## src/rtl/lsm_pkg.sv

```systemverilog
`default_nettype none
// ============================================================================
//  Module   : lsm_pkg
//  Purpose  : Shared types and constants for the load/store-multiple
//             sequencer: FSM state encoding, register count, address step
//             and address width.
//  Revision : 1.0 - initial release
// ============================================================================
package lsm_pkg;

  localparam int LSM_REGS      = 16;  // architectural registers in the mask
  localparam int LSM_ADDR_STEP = 4;   // bytes per transferred word
  localparam int LSM_ADDR_W    = 32;  // address width

  typedef enum logic [1:0] {
    ST_IDLE = 2'd0,
    ST_RUN  = 2'd1,
    ST_DONE = 2'd2
  } lsm_state_t;

endpackage : lsm_pkg
`default_nettype wire

```

## src/rtl/lsm_prienc.sv

```systemverilog
`default_nettype none
// ============================================================================
//  Module   : lsm_prienc
//  Purpose  : Combinational lowest-set-bit priority encoder.
//  Ports    : i_vec [LSM_REGS-1:0] - request vector
//             o_idx [3:0]          - index of the lowest set bit (0 if none)
//             o_any                - at least one bit of i_vec is set
//  Revision : 1.0 - initial release
// ============================================================================
module lsm_prienc
  import lsm_pkg::*;
(
  input  logic [LSM_REGS-1:0] i_vec,
  output logic [3:0]          o_idx,
  output logic                o_any
);

  // Scan from the top down so the lowest set bit is the last one written.
  always_comb begin
    o_idx = 4'd0;
    o_any = 1'b0;
    for (int i = LSM_REGS - 1; i >= 0; i--) begin
      if (i_vec[i]) begin
        o_idx = 4'(i);
        o_any = 1'b1;
      end
    end
  end

endmodule : lsm_prienc
`default_nettype wire

```

## src/rtl/lsm_seq.sv

```systemverilog
`default_nettype none
// ============================================================================
//  Module   : lsm_seq
//  Purpose  : Load/store-multiple sequencer. Breaks a 16-bit register mask
//             into one micro-op per set bit, in ascending register order,
//             stepping the word address by 4 per consumed micro-op.
//  Ports    : clk_i, rst_i (async, active low)
//             start_i, load_i, reglist_i[15:0], base_i[31:0] - request
//             stall_i                                          - downstream hold
//             busy_o, uop_valid_o, uop_reg_o[3:0], uop_load_o,
//             uop_last_o, uop_addr_o[31:0], done_o             - micro-op stream
//             wb_base_o[31:0]  - final base (LSM_SEQ_WRITEBACK_EN only)
//  Config   : `define LSM_SEQ_WRITEBACK_EN to add the wb_base_o port.
//  Revision : 1.0 - initial release
// ============================================================================
module lsm_seq
  import lsm_pkg::*;
(
  input  logic                  clk_i,
  input  logic                  rst_i,
  input  logic                  start_i,
  input  logic                  load_i,
  input  logic [LSM_REGS-1:0]   reglist_i,
  input  logic [LSM_ADDR_W-1:0] base_i,
  input  logic                  stall_i,
  output logic                  busy_o,
  output logic                  uop_valid_o,
  output logic [3:0]            uop_reg_o,
  output logic                  uop_load_o,
  output logic                  uop_last_o,
  output logic [LSM_ADDR_W-1:0] uop_addr_o,
`ifdef LSM_SEQ_WRITEBACK_EN
  output logic [LSM_ADDR_W-1:0] wb_base_o,
`endif
  output logic                  done_o
);

  lsm_state_t            r_state;
  lsm_state_t            w_state_nxt;
  logic [LSM_REGS-1:0]   r_mask;
  logic [LSM_ADDR_W-1:0] r_addr;
  logic                  r_load;

  logic [3:0]            w_idx;
  logic                  w_any;
  logic                  w_last;
  logic                  w_accept;
  logic                  w_consume;
  logic [LSM_ADDR_W-1:0] w_addr_nxt;

  lsm_prienc u_prienc (
    .i_vec (r_mask),
    .o_idx (w_idx),
    .o_any (w_any)
  );

  // Exactly one bit left: clearing the lowest set bit leaves zero.
  assign w_last     = w_any && ((r_mask & (r_mask - 16'd1)) == '0);
  assign w_accept   = (r_state == ST_IDLE) && start_i;
  assign w_consume  = (r_state == ST_RUN) && !stall_i;
  assign w_addr_nxt = r_addr + LSM_ADDR_W'(LSM_ADDR_STEP);

  always_comb begin
    w_state_nxt = r_state;
    case (r_state)
      ST_IDLE: if (start_i) w_state_nxt = (reglist_i != '0) ? ST_RUN : ST_DONE;
      ST_RUN:  if (!stall_i && w_last) w_state_nxt = ST_DONE;
      ST_DONE: w_state_nxt = ST_IDLE;
      default: w_state_nxt = ST_IDLE;
    endcase
  end

  always_ff @(posedge clk_i or negedge rst_i) begin
    if (!rst_i) begin
      r_state <= ST_IDLE;
      r_mask  <= '0;
      r_addr  <= '0;
      r_load  <= 1'b0;
    end else begin
      r_state <= w_state_nxt;
      if (w_accept) begin
        r_mask <= reglist_i;
        r_addr <= base_i;
        r_load <= load_i;
      end else if (w_consume) begin
        r_mask <= r_mask & ~(16'd1 << w_idx);
        r_addr <= w_addr_nxt;
      end
    end
  end

`ifdef LSM_SEQ_WRITEBACK_EN
  // The running address already equals base + 4*popcount when the last
  // micro-op is consumed, so the write-back value reuses the step adder.
  // An empty mask enters DONE straight from IDLE with the base unchanged.
  logic [LSM_ADDR_W-1:0] r_wb_base;

  always_ff @(posedge clk_i or negedge rst_i) begin
    if (!rst_i) begin
      r_wb_base <= '0;
    end else if (w_accept && (reglist_i == '0)) begin
      r_wb_base <= base_i;
    end else if (w_consume && w_last) begin
      r_wb_base <= w_addr_nxt;
    end
  end

  assign wb_base_o = r_wb_base;
`endif

  // Micro-op fields are forced to zero outside RUN.
  assign busy_o      = (r_state == ST_RUN) || (r_state == ST_DONE);
  assign uop_valid_o = (r_state == ST_RUN);
  assign uop_reg_o   = uop_valid_o ? w_idx  : 4'd0;
  assign uop_load_o  = uop_valid_o ? r_load : 1'b0;
  assign uop_last_o  = uop_valid_o ? w_last : 1'b0;
  assign uop_addr_o  = uop_valid_o ? r_addr : '0;
  assign done_o      = (r_state == ST_DONE);

endmodule : lsm_seq
`default_nettype wire
```

## config.mk

```make
export PLATFORM = sky130hd
export DESIGN_NAME = lsm_seq
export DESIGN_NICKNAME = d
export VERILOG_FILES = /design/src/rtl/lsm_pkg.sv /design/src/rtl/lsm_prienc.sv /design/src/rtl/lsm_seq.sv
export SDC_FILE = /design/constraint.sdc
export NUM_CORES = 1
export LEC_CHECK = 0
export CAP_MARGIN = 20
export CORE_ASPECT_RATIO = 1.1
export CORE_MARGIN = 1.5
export CORE_UTILIZATION = 45
export CTS_CLUSTER_DIAMETER = 120
export CTS_CLUSTER_SIZE = 20
export DETAILED_ROUTE_END_ITERATION = 12
export PLACE_DENSITY = 0.76
export SLEW_MARGIN = 10
export SYNTH_ARGS = -nofsm -noshare
export SYNTH_HDL_FRONTEND = slang
export SYNTH_HIERARCHICAL = 1
export SYNTH_SLANG_ARGS = --single-unit
```

## constraint.sdc

```tcl
create_clock -name clk_i -period 3.25 [get_ports clk_i]
set_input_delay 0.65 -clock clk_i [delete_from_list [all_inputs] [get_ports clk_i]]
set_output_delay 0.65 -clock clk_i [all_outputs]
set_load 0.02 [all_outputs]
```

==> impl_metrics.py, run 1 <==
metrics = {
    "status": {
        "status": "finished with violations",
        "violations": "negative setup slack",
    },
    "die": {
        "dieWidth_microns": 83.7,
        "core-area_sq_mm": 0.00697,
        "start_util_pct": 46.3,
        "io_pins": 94,
        "num_rows": 32,
        "die_y_microns": 91.8,
        "dieArea_sq_mm": 0.00769,
    },
    "synthesis": {
        "synth_top_area_cell": "dfrtp_1",
        "synth_edf_count": 0,
        "synthFlopType": "dfrtp_1",
        "yosys-top-cells-area": "dfrtp_1, o21ai_0, nand2_1, and2_1, xor2_1",
        "synth_seq_area_share_pct": 39.6,
        "ys_top_cells_by_count": "nand2_1, o21ai_0, dfrtp_1, and2_1, nor2_1",
        "syn-num-nets": 446,
        "synth.ff_latch_count": 51,
        "netlist_area_sq_mm": 0.00323,
        "postSynth.asyncResetShare_pct": 100,
        "syn_avg_cell_area_sq_um": 8.30,
        "synth_top_area_share_pct": 39.6,
        "synth_cell_type_count": 46,
        "synth.most_common_cell": "nand2_1",
        "syn_inst": 389,
        "yosysWarnings": 6,
    },
    "grt": {
        "overflow": 0,
        "antenna_found_initial": 0,
        "grt_pass1_wl_mm": 15.0,
        "grt_max_degree": 34,
        "grt_pass1_vias": 3160,
        "track_usage_pct": 24.0,
    },
    "cts": {
        "cts_sinks": 51,
        "cts_max_path_buffers": 2,
        "htree_num_levels": 2,
        "numCtsBuffers": 5,
        "cts_tree": "done",
        "clkTransAtPathRegs_ns": 0.09,
        "clock_latency_ns": 0.30,
        "clock-root-buffer": "clkbuf_8",
    },
    "detailed_routing": {
        "avgViaCountPerCell": 5.53,
        "drc": 0,
        "drt_pass1_iterations": 4,
        "drt_wl_total_mm": 9.13,
        "ant_nets": 0,
        "vias": 3218,
        "drtIter0Drc": 119,
        "wl_per_cell_microns": 15.7,
    },
    "setup_path": {
        "worstPathMaxFanout": 2,
        "slowest_stage": "or4_4",
        "start_kind": "flop",
        "cp-end-kind": "primary output",
        "required_ns": 2.60,
        "crit_chain": "or4_4 -> buf_6 -> nor3_4 -> nand2_1 -> maj3_2 -> or4_4 -> nor2_4 -> buf_6",
        "crit_type": "flop to primary output",
        "max_stage_delay_ns": 0.56,
        "arrival_ns": 2.69,
    },
    "timing": {
        "setup_violations": 1,
        "fin_worst_skew_ns": 0.00514,
        "finalCriticalPeriod_ns": 3.34,
        "fin_tns_setup_ns": -0.0885,
        "min_period_over_period_pct": 103,
        "slew_headroom_pct": 49.9,
        "rsz0062_at_grt": "yes",
        "slew_viol_final": 0,
        "setup_slack_ns": -0.0885,
        "max_freq_mhz": 300,
        "tightest_slew_ns": 0.751,
        "final_hold_viol_count": 0,
        "whs_ns": 0.405,
    },
    "place": {
        "dp_slack_ns": -0.309,
        "dp_hpwl_mm": 6.92,
        "place_area_sq_mm": 0.00436,
        "gp_congestion": 0.943,
        "numPortBuffers": 93,
    },
    "pwr": {
        "powerDensity_mw_per_mm2": 843,
        "cellLeakagePower_nw": 1.76,
        "vdd_drop_max_mv": 0.425,
    },
    "job": {
        "cap_violations": 0,
    },
    "hold_path": {
        "hp-class": "input port to async pin",
    },
    "final_layout": {
        "stdcell_area_sq_mm": 0.00454,
        "drive_gt1_share_pct": 12.1,
        "synthToLayoutAreaGrowth_pct": 40.6,
        "diodes": 0,
        "fin_nets": 554,
        "n_fill_cell": 598,
        "fin_util_pct": 65.1,
    },
}
per-stage QoR:
step                      cells  power (W)
final                       582    0.00382
after floorplan             389    0.00247
after detailed placement    573    0.00334
after CTS                   582    0.00382
after global placement      573    0.00330
after global routing        582    0.00409
sequential cells by signal, summed over array words and instances, names as in the netlist:
register  count
r_addr       32
r_mask       16
r_state       2
r_load        1
area by class of cell:
| cell class | instances | area, sq um | area share (%) |
|---|---|---|---|
| Multi-Input combinational cell | 309 | 1900 | 41.9 |
| Timing Repair Buffer | 118 | 1120 | 24.7 |
| Sequential cell | 51 | 1280 | 28.1 |
| Inverter | 12 | 45.0 | 0.993 |
| Clock inverter | 1 | 5.00 | 0.110 |
| Clock buffer | 6 | 82.6 | 1.82 |
| Tap cell | 85 | 106 | 2.34 |
where the power goes:
part	internal (W)	total, W	switching (W)
Combinational	0.00101	0.00219	0.00117
Sequential	0.000938	0.00126	0.000326
Clock	0.000168	0.000371	0.000203
worst paths after layout:
path / startpoint / to / slack, ns / depth (start not counted)
setup / recovery: r_mask[3] / uop_last_o / -0.09 / 8
hold / removal: rst_i / r_addr[20] / 0.41 / 1
setup reg to reg: r_mask[3] / r_state[1] / 0.64 / 8
hold reg to reg: r_addr[0] / r_addr[0] / 0.51 / 1
max in group asynchronous: rst_i / r_addr[0] / 2.09 / 2
min in group clk_i: r_addr[0] / r_addr[0] / 0.51 / 1
cell usage in the layout (no fill, tap or decap), drive strengths merged, types with 4 or more instances in the layout:
cell           Yosys  final
and3               4      4
a21oi              8      8
xnor2             11     11
nand4             14     14
mux2               5      5
clkbuf            13      6
buf                4     27
dfrtp             51     51
nor4               9      9
ha                 4      4
inv               12     12
or4                4      4
nand2             66     66
nor2              22     22
clkdlybuf4s50      0     91
nand3              9      9
xor2              18     18
o21ai             62     62
nor3               5      5
and2              34     34
or3                4      4
metal layers:
layer / vias to the layer above / global-route usage [%] / routed length (microns)
li1: 1567 / - / -
met3: 17 / 4.41 / 486
met5: - / 0 / 0
met2: 103 / 42.7 / 4580
met1: 1531 / 28.8 / 3790
met4: 0 / 9.29 / 274
cell families (layout without fill, tap and decap cells):
| logic type | count (synthesis) | in the layout | share of synthesized area, % |
|---|---|---|---|
| adder cells (fa/ha/maj) | 6 | 6 | 2.17 |
| XOR/XNOR | 29 | 29 | 7.87 |
| flip-flops | 51 | 51 | 39.6 |
| AO/OA/AOI/OAI | 84 | 84 | 14.8 |
| multiplexers | 7 | 7 | 2.37 |
| buffers and inverters | 29 | 137 | 3.61 |
| AND/OR/NAND/NOR | 183 | 183 | 29.7 |
what timing repair did:
action                                  in CTS  in global routing
resized for setup                           19                  2
endpoints found under the setup margin       1                  4
pin swaps                                    8                  1
hold buffers                                 0                  0
buffers inserted                             2                  0
critical path, delay by kind of cell, from the launching register on:
| family | cells | cell delay (ns) |
|---|---|---|
| flops | 1 | 0.39 |
| simple gates | 5 | 1.42 |
| fa+ha+maj | 1 | 0.31 |
| buf+inv | 2 | 0.26 |
Power figures use the tool's default switching activity.
==> inputs of run 2 (changes only) <==
- CORE_ASPECT_RATIO: 1.1 -> 0.9
- CORE_MARGIN: 1.5 -> 4
- clock period: 3.25 -> 4.27 ns (I/O delays scaled with it)
==> run 2 against run 1 <==
  * The run now ends clean
  * Worst setup slack improved by 0.37 ns
  * Largest cell class unchanged
  * Sequential share of layout area increased by 1.3 points
  * Largest power group unchanged
  * Via count is 3.1% lower
  * Critical path depth decreased by 1
  * Critical endpoint unchanged
  * Clock power down 15%
  * Wire length decreased by 1.4%
  * Power decreased by 28%
  * Cell count down 2.1%
  * Clock-buffer cell count increased by 1
  * Combinational power down 36%
  * Final area fell by 4.5%
==> impl_metrics.py, run 2 (synthesized netlist as in run 1, its figures left out) <==
metrics = {
    "detailed_routing": {
        "drc": 0,
        "drt_pass1_iterations": 4,
        "drtIter0Drc": 118,
        "drt_wl_total_mm": 9.00,
        "ant_nets": 0,
        "vias": 3118,
        "wl_per_cell_microns": 15.8,
        "avgViaCountPerCell": 5.47,
    },
    "pwr": {
        "p_int_w": 0.00150,
        "power.net_switching_w": 0.00123,
        "p_comb_share_pct": 51.1,
        "seqPwrFrac_pct": 37.4,
        "power_frac_clock_pct": 11.5,
        "sw_frac_of_total_pct": 45.1,
        "cellLeakagePower_nw": 1.65,
        "vdd_drop_max_mv": 0.304,
        "powerDensity_mw_per_mm2": 632,
    },
    "final_layout": {
        "largest_register_ffs": 32,
        "multi_input_area_sq_mm": 0.00184,
        "synthToLayoutAreaGrowth_pct": 34.2,
        "drive_gt1_share_pct": 6.29,
        "diodes": 0,
        "fin_nets": 533,
        "final_common_cell": "clkdlybuf4s50_1",
        "stdcell_area_sq_mm": 0.00433,
        "n_fill_cell": 618,
        "seqCellArea_sq_mm": 0.00128,
        "fin_util_pct": 61.9,
        "final_cell_mix": "clkdlybuf4s50_1, nand2_1, o21ai_0",
        "largest_register": "r_addr",
        "reg.largest.list": "r_addr: 32 flops, r_mask: 16 flops, r_state: 2 flops",
    },
    "die": {
        "dieWidth_microns": 97.3,
        "core-area_sq_mm": 0.00700,
        "die_y_microns": 88.3,
        "num_rows": 29,
        "dieArea_sq_mm": 0.00859,
        "start_util_pct": 46.1,
        "io_pins": 94,
    },
    "grt": {
        "antenna_found_initial": 0,
        "grt_max_degree": 52,
        "grt_pass1_vias": 3082,
        "grt_pass1_wl_mm": 14.8,
        "overflow": 0,
        "track_usage_pct": 21.2,
    },
    "setup_path": {
        "crit_type": "flop to primary output",
        "start_kind": "flop",
        "worstPathMaxFanout": 8,
        "required_ns": 3.42,
        "cp-end-kind": "primary output",
        "arrival_ns": 3.14,
    },
    "place": {
        "gp_congestion": 0.920,
        "place_area_sq_mm": 0.00423,
        "dp_hpwl_mm": 6.71,
        "numPortBuffers": 93,
    },
    "cts": {
        "cts_hold_buf": 0,
        "clock-root-buffer": "clkbuf_8",
        "cts_sinks": 51,
        "clock_latency_ns": 0.31,
        "cts_tree": "done",
        "cts_max_path_buffers": 2,
        "clkTransAtPathRegs_ns": 0.09,
        "htree_num_levels": 2,
        "numCtsBuffers": 5,
        "cts_resized": 1,
        "post-cts-setup-buffers": 0,
    },
    "status": {
        "status": "completed",
    },
    "timing": {
        "final_hold_viol_count": 0,
        "rsz0062_at_grt": "no",
        "fin_worst_skew_ns": 0.00997,
        "slew_headroom_pct": 43.8,
        "max_freq_mhz": 251,
        "fin_tns_setup_ns": 0,
        "tightest_slew_ns": 0.844,
        "setup_violations": 0,
        "slew_viol_final": 0,
        "min_period_over_period_pct": 93.5,
        "finalCriticalPeriod_ns": 3.99,
        "whs_ns": 0.511,
    },
    "job": {
        "cap_violations": 0,
    },
    "hold_path": {
        "hp-class": "flop to flop",
    },
}
[run 2: changes by cell type in the layout (fill, tap and decap cells not counted), sizes merged]
cell	before	now
buf	27	5
clkbuf	6	7
clkinv	1	0
clkinvlp	0	1
dlygate4sd2	0	1
[run 2: area by class of cell]
class                      count  share of cell area (%)
sequential                    51                    29.5
tap                           93                    2.69
clock buffer                   7                    2.22
timing repair buffer          97                    22.0
multi-input combinational    309                    42.4
clock inverter                 1                   0.173
inverter                      12                    1.04
[run 2: per-stage QoR]
stage	worst slack, ns	total power, W	cells
after floorplan	0.870	0.00188	389
after global placement	0.367	0.00240	562
after detailed placement	0.336	0.00242	562
after CTS	0.272	0.00275	570
after global routing	0.176	0.00296	570
final	0.279	0.00274	570
[run 2: final timing paths]
kind                            start  slack (ns)  cells after the start          to
setup / recovery            r_mask[5]        0.28                      7  uop_last_o
hold / removal              r_addr[0]        0.51                      1   r_addr[0]
setup reg to reg           r_state[1]        1.32                      8  r_addr[24]
hold reg to reg             r_addr[0]        0.51                      1   r_addr[0]
max in group asynchronous       rst_i        3.16                      2   r_mask[6]
min in group asynchronous       rst_i        0.64                      2  r_addr[18]
[run 2: power by group through the flow]
stage	clock network [W]	logic [W]	registers, W
6_report	0.000314	0.00140	0.00102
5_1_grt	0.000339	0.00156	0.00106
4_1_cts	0.000322	0.00141	0.00102
3_5_place_dp	0	0.00140	0.00103
3_3_place_gp	0	0.00139	0.00101
2_1_floorplan	0	0.000938	0.000943
[run 2: layer usage]
layer  wire length, microns  share of wire (%)  vias to the layer above  GRT usage [%]
li1                       -                  -                     1531              -
met1                   4100                 46                     1483           27.7
met2                   4310                 48                       96           36.7
met3                    518                5.8                        8           4.33
met4                     70               0.78                        0           5.28
met5                      0                  0                        -              0
[run 2: worst max-delay path: stages, from the launching register on]
cell and delay (ns):
dfrtp_1 0.48, or4_4 0.57, or4_4 0.51, a211oi_1 0.24, nor2_1 0.06, or4_4 0.52, nor2_1 0.11, dlygate4sd2_1 0.35
